`src/rtl/dmem_port_arbiter.sv`:
```
// dmem_port_arbiter: shares the data-RAM port between the CPU MEM stage and a debug master,
// with a starvation counter that forces a one-cycle CPU stall.
module dmem_port_arbiter #(
  parameter int MAX_WAIT = 4,
  parameter int WAIT_W = 8
) (
  input  logic        clk,
  input  logic        rst,
  input  logic        cpu_rd,
  input  logic        cpu_wr,
  input  logic [31:0] cpu_addr,
  input  logic [31:0] cpu_wdata,
  output logic [31:0] cpu_rdata,
  output logic        cpu_stall,
  input  logic        dbg_req,
  input  logic        dbg_we,
  input  logic [31:0] dbg_addr,
  input  logic [31:0] dbg_wdata,
  output logic        dbg_ack,
  output logic [31:0] dbg_rdata,
  output logic        mem_rd,
  output logic        mem_wr,
  output logic [31:0] mem_addr,
  output logic [31:0] mem_wdata,
  input  logic [31:0] mem_rdata
);
  typedef enum logic [1:0] {IDLE, STALL, ACK} state_t;
  state_t state, state_nxt;
  logic [WAIT_W-1:0] wait_cnt, wait_nxt;
  logic cpu_busy, dbg_grant, dbg_win;
  assign cpu_busy = cpu_rd | cpu_wr;
  assign dbg_win = dbg_addr[31:28] == 4'h0;
  assign dbg_grant = (state == IDLE && dbg_req && !cpu_busy) || state == STALL;
  assign cpu_stall = state == STALL;
  assign dbg_ack = state == ACK;
  // A granted debug access blocks the CPU entirely, including its write enable.
  always_comb begin
    mem_rd = dbg_grant ? !dbg_we && dbg_win : cpu_rd;
    mem_wr = dbg_grant ? dbg_we && dbg_win : cpu_wr;
    mem_addr = dbg_grant ? dbg_addr : cpu_addr;
    mem_wdata = dbg_grant ? dbg_wdata : cpu_wdata;
    cpu_rdata = dbg_grant ? '0 : mem_rdata;
  end
  always_comb begin
    state_nxt = state;
    wait_nxt = wait_cnt;
    case (state)
      IDLE:
        if (!dbg_req) wait_nxt = '0;
        else if (!cpu_busy) state_nxt = ACK;
        else if (wait_cnt == WAIT_W'(MAX_WAIT - 1)) state_nxt = STALL;
        else wait_nxt = wait_cnt + WAIT_W'(1);
      STALL: state_nxt = ACK;
      default: begin
        state_nxt = IDLE;
        wait_nxt = '0;
      end
    endcase
  end
  always_ff @(posedge clk or posedge rst) begin
    if (rst) begin
      state <= IDLE;
      wait_cnt <= '0;
      dbg_rdata <= '0;
    end else begin
      state <= state_nxt;
      wait_cnt <= wait_nxt;
      if (dbg_grant && !dbg_we) dbg_rdata <= dbg_win ? mem_rdata : '0;
    end
  end
endmodule

```
`config.mk`:
```
export PLATFORM = sky130hd
export DESIGN_NAME = dmem_port_arbiter
export DESIGN_NICKNAME = d
export VERILOG_FILES = /design/src/rtl/dmem_port_arbiter.sv
export SDC_FILE = /design/constraint.sdc
export NUM_CORES = 1
export LEC_CHECK = 0
export CORE_AREA = 4 4 114 116
export CTS_CLUSTER_SIZE = 24
export DETAILED_ROUTE_END_ITERATION = 10
export DIE_AREA = 0 0 118 120
export GPL_ROUTABILITY_DRIVEN = 1
export PLACE_DENSITY = 0.71
export SLEW_MARGIN = 20
export SYNTH_ARGS = -nofsm -noshare
export SYNTH_HDL_FRONTEND = slang
export SYNTH_SLANG_ARGS = --single-unit
```
`constraint.sdc`:
```
create_clock -name clk -period 1.78 [get_ports clk]
set_clock_uncertainty 0.1 [all_clocks]
set_input_delay 0.267 -clock clk [delete_from_list [all_inputs] [get_ports clk]]
set_output_delay 0.267 -clock clk [all_outputs]
set_load 0.02 [all_outputs]
```
==> results of run 1 <==
repair_timing:
action,4_1_cts,5_1_grt
endpoints found under the setup margin,133,140
pin swaps,22,40
hold buffers,0,0
setup buffers,22,12
gates resized for setup,598,168
gates cloned,9,7
cells in the final DEF, fill, tap and decap left out, types with 2 or more instances in the layout:
| cell type | count |
|---|---|
| dfrtp_1 | 42 |
| nor2_1 | 4 |
| clkinvlp_4 | 2 |
| buf_2 | 6 |
| buf_6 | 98 |
| buf_16 | 4 |
| buf_12 | 15 |
| buf_4 | 56 |
| nand2_1 | 199 |
| buf_8 | 7 |
| or3_1 | 3 |
| clkdlybuf4s50_1 | 190 |
| o21ai_0 | 33 |
| inv_2 | 2 |
| and2_4 | 32 |
| nand2_4 | 13 |
| nand3_1 | 4 |
| ha_1 | 2 |
| clkbuf_16 | 10 |
| nand2_2 | 50 |
| o21ai_1 | 4 |
| a21oi_1 | 5 |
| dlygate4sd2_1 | 3 |
| inv_1 | 3 |
sequential cells by signal (all words and copies together), names as in the netlist:
signal     flops
dbg_rdata     32
state          2
wait_cnt       8
report_power, final:
part           leakage, nW  internal [mW]  switching (mW)
clock               0.0760          0.662           0.390
combinational         2.96           1.28            1.03
sequential           0.581           1.01          0.0399
final timing paths:
kind / from / endpoint / slack [ns] / depth (start not counted)
max: state[0]$_DFFE_PP0P_ / cpu_rdata[4] / -0.28 / 7
min: rst / wait_cnt[6]$_DFFE_PP0P_ / 0.22 / 3
max reg2reg: state[0]$_DFFE_PP0P_ / wait_cnt[5]$_DFFE_PP0P_ / -0.10 / 6
min reg2reg: dbg_rdata[13]$_DFFE_PP0P_ / dbg_rdata[13]$_DFFE_PP0P_ / 0.38 / 2
max in group asynchronous: rst / dbg_rdata[11]$_DFFE_PP0P_ / 1.10 / 3
min in group clk: cpu_rd / state[0]$_DFFE_PP0P_ / 0.29 / 4
worst max-delay path, delay by kind of cell (launching register included):
family,cells,cell delay [ns]
flops,1,0.41
compound gates,1,0.22
simple gates,1,0.14
buf+inv,5,0.64
cell type report:
class / instances / area, um^2 / area share (%)
flip-flops and latches: 42 / 1051 / 13.77
clock buffers: 5 / 125.1 / 1.639
clock inverters: 3 / 45.04 / 0.5901
well taps: 147 / 183.9 / 2.409
repair inverters: 1 / 11.26 / 0.1475
inverters: 7 / 38.79 / 0.5081
repair buffers: 387 / 4150 / 54.37
multi-input cells: 374 / 2028 / 26.57
metal layers:
| metal | GRT usage (%) | vias up | routed length [um] |
|---|---|---|---|
| met1 | 25.36 | 2080 | 6412 |
| met4 | 4.542 | 0 | 327 |
| li1 | - | 2162 | - |
| met2 | 38.56 | 192 | 9016 |
| met5 | 0 | - | 0 |
| met3 | 5.231 | 28 | 1217 |
cells by family after synthesis:
| logic type | count (synthesis) | synth area share [%] |
|---|---|---|
| flip-flops | 42 | 36.62 |
| adder cells (fa/ha/maj) | 2 | 0.8717 |
| AND/OR/NAND/NOR | 318 | 46.56 |
| AO/OA/AOI/OAI | 54 | 10.64 |
| buffers and inverters | 36 | 5.318 |
synthesized netlist by cell type, types with 2 or more instances:
master,count
nand2_1,262
dfrtp_1,42
o21ai_0,35
and2_1,32
clkbuf_1,15
buf_2,14
inv_1,6
a21oi_1,5
nand3_1,5
nor2_1,5
o21ai_1,3
or3_1,3
ha_1,2
o31ai_1,2
per-stage QoR:
step                setup slack (ns)  instances  instance area, um^2  power (mW)  hold slack (ns)
floorplan                    0.08934        452                 2870       1.772           0.2943
global placement             -0.8617        918                 6335       2.838           0.3635
detailed placement           -0.8506        918                 6335       2.851           0.3701
CTS                          -0.3723        956                 7086       4.183           0.2331
global route                 -0.3297        966                 7634       4.607           0.2780
finish                       -0.2791        966                 7634       4.404           0.2211
==> reports/results.tsv, run 1 <==
metric	value	unit
dr_total_vias	4462	
synth_cell_type_count	35	
cpPeakStageDelay	0.41	ns
tns	-19.62	ns
cp-end-kind	output port	
grt_pass1_wl	23960	um
num_io_pins	298	
drive_gt1_share	37.97	%
hold_violations	0	
n_antenna_cell	0	
synth_edf_count	0	
syn_area_per_cell	6.350	um^2
syn-cell-area	0.002870	mm^2
num_rows	40	
cts_buffers	5	
synth-main-ff-cell	dfrtp_1	
crit_type	reg -> out	
ys_ff_latch	42	
grt_max_degree	65	
vias_per_cell	4.619	
die_area	0.01416	mm^2
drv_slew	0	
crit_top_cell	buf_12	
num-fill-cells	1011	
grt_overflow_total	0	
required	1.41	ns
setup_ws	-0.2791	ns
antenna_found_initial	0	
port_buffers	297	
cp.arrival	1.69	ns
core_area	0.01191	mm^2
firstDrtPassIters	5	
status	finished, violations left	
ys_seq_area_share	36.62	%
ant_nets	0	
drt-total-wl	16970	um
violations	setup timing	
min_period	2.059	ns
final_util	64.09	%
cts_sinks	42	
areaGrowthSynthToFinish	166.0	%
p_leak	3.617	nW
slew-limit-headroom	75.66	%
hpwl	11640	um
grt_pass1_vias	4388	
clk_path_buf_depth	2	
worst-path-max-fanout	7	
drc	0	
finalSetupViolCount	103	
cp_slowest_cell	dfrtp_1	
crit_chain	o21ai_4 -> buf_12 -> buf_8 -> buf_12 -> buf_4 -> and2_4 -> buf_6	
tritoncts	done	
p_per_area	576.9	mW/mm^2
async_reset_ff_share	100.0	%
clkTransAtPathRegs	0.07	ns
post-route-period-util	115.7	%
clock.fmax	485.6	MHz
syn_nets	620	
synth_area_leaders	dfrtp_1 (37%), nand2_1 (34%), and2_1 (7.0%)	
die_x	118	um
worstHoldPathType	in -> async	
cp-start-kind	register	
nets	986	
initial_utilization	24.10	%
tightest_slew	0.3642	ns
htree_levels	2	
rsz0062_at_grt	yes	
max_cap_viol_count	0	
syn_inst	452	
die_y	120	um
yosysWarningCount	0	
vdd_drop_max	0.3879	mV
root_buffer	clkbuf_16	
clkLatencyLatePin	0.28	ns
post_drt_wl_per_cell	17.57	um
place.gp.congestion	0.9141	
grt_usage	21.22	%
initialDrtViolationCount	245	
yosys.area.top_type	dfrtp_1	
yosysTopAreaCellShare	36.62	%
Note: power is estimated with default switching activity, not from simulation.
==> run 2: changes to the inputs <==
- SKIP_CTS_REPAIR_TIMING: not set -> 1
==> reports/results.tsv, run 2 (same netlist as run 1, synthesis figures left out) <==
metric	value	unit
min_period	1.963	ns
largest_registers	dbg_rdata x32, wait_cnt x8, state x2	
finalNonFillerCells	937	
tightest_slew	0.4381	ns
cts_buffers	5	
root_buffer	clkbuf_16	
dp.cells	918	
p_leak	3.354	nW
required	1.41	ns
vias_per_cell	4.569	
worstHoldPathType	in -> async	
antenna_found_initial	0	
worst-path-max-fanout	19	
hold_violations	0	
r2r_slack	0.04	ns
post-route-period-util	110.3	%
num_io_pins	298	
clkLatencyLatePin	0.28	ns
vdd_drop_max	0.3973	mV
violations	setup timing	
top_register	dbg_rdata	
die_y	120	um
cp_slowest_cell	dfrtp_1	
initialDrtViolationCount	249	
worstRegToRegCells	6	
firstDrtPassIters	7	
crit_type	reg -> out	
p_per_area	589.0	mW/mm^2
grt_max_degree	65	
hpwl	11640	um
clk_path_buf_depth	2	
drc	0	
final_area	0.006984	mm^2
layout_common_cells	nand2_1 (239), clkdlybuf4s50_1 (190), buf_6 (76)	
post_drt_wl_per_cell	16.91	um
n_antenna_cell	0	
r2r-end	wait_cnt[5]$_DFFE_PP0P_	
cp.arrival	1.60	ns
grt_overflow_total	0	
worstReg2RegStart	state[0]$_DFFE_PP0P_	
status	finished, violations left	
layout_commonest_cell	nand2_1	
grt_pass1_vias	4040	
tritoncts	done	
nets	957	
place.gp.congestion	0.9141	
max_cap_viol_count	0	
initial_utilization	24.10	%
final_util	58.63	%
die_area	0.01416	mm^2
rsz0062_at_grt	yes	
core_area	0.01191	mm^2
port_buffers	297	
largest_register_ffs	32	
finalSetupViolCount	98	
drive_gt1_share	28.48	%
post-place-ws	-0.8506	ns
clkTransAtPathRegs	0.06	ns
cp-start-kind	register	
cp-end-kind	output port	
dr_total_vias	4281	
place_area	0.006335	mm^2
htree_levels	2	
crit_chain	inv_2 -> o21ai_4 -> buf_12 -> buf_12 -> clkbuf_16 -> and2_1 -> buf_4	
drv_slew	0	
die_x	118	um
setup_ws	-0.1830	ns
drt-total-wl	15850	um
grt_usage	18.70	%
crit_top_cell	buf_12	
cpPeakStageDelay	0.39	ns
areaGrowthSynthToFinish	143.3	%
p_total	4.113	mW
num_rows	40	
slew-limit-headroom	70.66	%
grt_pass1_wl	21510	um
clock.fmax	509.4	MHz
ant_nets	0	
cts_sinks	42	
==> run 2: cell count changes in the layout (fill, tap and decap cells not counted), sizes merged <==
cell | before | now
dlymetal6s2s | 1 | 8
inv | 7 | 6
clkbuf | 11 | 21
clkdlybuf4s15 | 1 | 0
buf | 186 | 145
dlygate4sd2 | 3 | 0
==> run 2: routing by layer <==
layer	vias up	GRT usage, %	routed length, um
li1	2095	-	-
met5	-	0	0
met1	1995	22.35	6131
met3	17	4.760	1095
met4	0	3.590	176
met2	174	34.06	8446
==> run 2: how the worst max path moves through the flow <==
stage | slack [ns] | to | from | depth (start not counted)
after floorplan | 0.09 | mem_wr | dbg_addr[28] | 3
after global placement | -0.86 | mem_wdata[4] | dbg_req | 8
after detailed placement | -0.85 | mem_addr[26] | dbg_req | 8
after CTS | -0.88 | mem_addr[26] | dbg_req | 8
after global routing | -0.26 | cpu_rdata[1] | state[0]$_DFFE_PP0P_ | 6
final | -0.18 | cpu_rdata[29] | state[1]$_DFFE_PP0P_ | 7
==> run 2: layout make-up <==
cell class | instances | area (um^2)
clock buffers | 5 | 125.1
repair buffers | 359 | 3694
fillers | 1078 | 4927
well taps | 147 | 183.9
clock inverters | 3 | 45.04
inverters | 7 | 33.78
flip-flops and latches | 42 | 1051
multi-input cells | 374 | 1852
==> run 2: where the power goes <==
group          switching (mW)  leakage, nW  internal, mW
clock network           0.383       0.0760         0.661
logic                   0.935         2.70          1.09
registers              0.0399        0.581          1.01
total                    1.36         3.35          2.76
==> run 2: critical path: cells and delay by family (launching register included) <==
family	cells	cell delay (ns)
simple gates	1	0.16
compound gates	1	0.06
buf+inv	5	0.70
flops	1	0.39
==> run 2: stage by stage <==
step,hold WS [ns],TNS [ns]
global route,0.2790,-20.76
floorplan,0.2943,0
global placement,0.3635,-87.66
finish,0.2237,-14.02
detailed placement,0.3701,-89.89
CTS,0.2331,-81.89
==> run 3: changes to the inputs <==
- CORE_AREA: 4 4 114 116 -> 3 3 113 115
- DIE_AREA: 0 0 118 120 -> 0 0 116 118
- GPL_TIMING_DRIVEN: not set -> 0
==> reports/results.tsv, run 3 (same netlist as run 1, synthesis figures left out) <==
metric	value	unit
grt_pass1_wl	21490	um
drt-total-wl	14990	um
hpwl	11890	um
die_y	118	um
p_leak	3.163	nW
min_period	2.023	ns
largest_register_ffs	32	
ant_nets	0	
cts_buffers	5	
die_x	116	um
clk_path_buf_depth	2	
grt_overflow_total	0	
grt_max_degree	29	
dp.cells	897	
clkTransAtPathRegs	0.06	ns
wl_met1	5608	um
post-route-period-util	113.6	%
dr_total_vias	4155	
tightest_slew	0.6995	ns
core_area	0.01191	mm^2
grt_pass1_vias	4139	
cp-end-kind	output port	
num_rows	40	
post_drt_wl_per_cell	16.34	um
initial_utilization	24.10	%
root_buffer	clkbuf_16	
vias_per_cell	4.531	
top_register	dbg_rdata	
cp.arrival	1.66	ns
drv_slew	0	
rsz0062_at_grt	yes	
n_antenna_cell	0	
vdd_drop_max	0.4036	mV
p_switching	1.301	mW
required	1.41	ns
slew-limit-headroom	52.87	%
antenna_found_initial	0	
initialDrtViolationCount	182	
post-place-ws	-1.377	ns
power_frac_seq	27.1	%
top_layer	met4	
intPower	2.604	mW
layout_commonest_cell	nand2_1	
place_area	0.006047	mm^2
place.gp.congestion	0.9363	
route.met3.wl	1194	um
worstHoldPathType	in -> async	
drive_gt1_share	24.81	%
grt_usage	19.82	%
p_per_area	599.2	mW/mm^2
crit_type	reg -> out	
cp-start-kind	register	
worst-path-max-fanout	10	
layout_common_cells	nand2_1 (238), clkdlybuf4s50_1 (190), buf_6 (54)	
num_io_pins	298	
drc	0	
combPwrFrac	46.6	%
port_buffers	297	
swShare	33.32	%
clkPwrFrac	26.4	%
die_area	0.01369	mm^2
clkLatencyLatePin	0.28	ns
finalSetupViolCount	99	
htree_levels	2	
violations	setup timing	
wl_met2	7925	um
max_cap_viol_count	0	
nets	937	
clock.fmax	494.3	MHz
tritoncts	done	
firstDrtPassIters	4	
finalNonFillerCells	917	
setup_ws	-0.2429	ns
status	finished, violations left	
largest_registers	dbg_rdata x32, wait_cnt x8, state x2	
cts_sinks	42	
areaGrowthSynthToFinish	127.1	%
hold_violations	0	
hold_ws	0.1799	ns
final_area	0.006518	mm^2
-- run 3: area by class of cell --
class / instances / area (um^2)
buffer: 29 / 296.5
clock buffer: 5 / 125.1
clock inverter: 3 / 40.04
fill: 1147 / 5394
inverter: 7 / 28.78
multi-input combinational: 374 / 1799
sequential: 42 / 1054
tap: 147 / 183.9
timing repair buffer: 310 / 2990
-- run 3: final timing paths --
kind                                                  end  slack (ns)                 startpoint  cells after the start
worst max-delay path                        mem_wdata[24]       -0.24       state[0]$_DFFE_PP0P_                      7
worst min-delay path            dbg_rdata[23]$_DFFE_PP0P_        0.18                        rst                      2
worst max register to register    wait_cnt[2]$_DFFE_PP0P_       -0.05       state[0]$_DFFE_PP0P_                      5
worst min register to register  dbg_rdata[29]$_DFFE_PP0P_        0.38  dbg_rdata[29]$_DFFE_PP0P_                      2
max in group asynchronous            state[1]$_DFFE_PP0P_        0.92                        rst                      3
min in group clk                     state[0]$_DFFE_PP0P_        0.32                     cpu_rd                      3
-- run 3: through the flow --
step	power (mW)	setup TNS, ns	util [%]
after global routing	4.087	-23.08	54.72
after CTS	3.820	-122.62	52.15
after global placement	2.753	-147.28	50.60
after floorplan	1.772	0	-
after detailed placement	2.777	-132.41	50.77
final	3.905	-17.39	54.72
-- run 3: power by group through the flow --
stage	combinational (mW)	sequential, mW	clock, mW
final	1.82	1.06	1.03
after global placement	1.68	1.07	0
after global routing	1.94	1.06	1.08
after detailed placement	1.70	1.07	0
after CTS	1.71	1.06	1.05
after floorplan	0.664	1.11	0
-- run 3: metal layers --
layer	vias to the layer above	GRT usage [%]
met2	169	34.64
li1	2058	-
met5	-	0
met4	0	4.278
met1	1908	24.39
met3	20	4.884
-- run 3: worst max-delay path: stages, from the launching register on --
cell	delay (ns)
dfrtp_2	0.44
o21ai_4	0.23
inv_2	0.12
buf_12	0.16
buf_8	0.14
nand2_2	0.08
nand2_1	0.05
buf_4	0.15
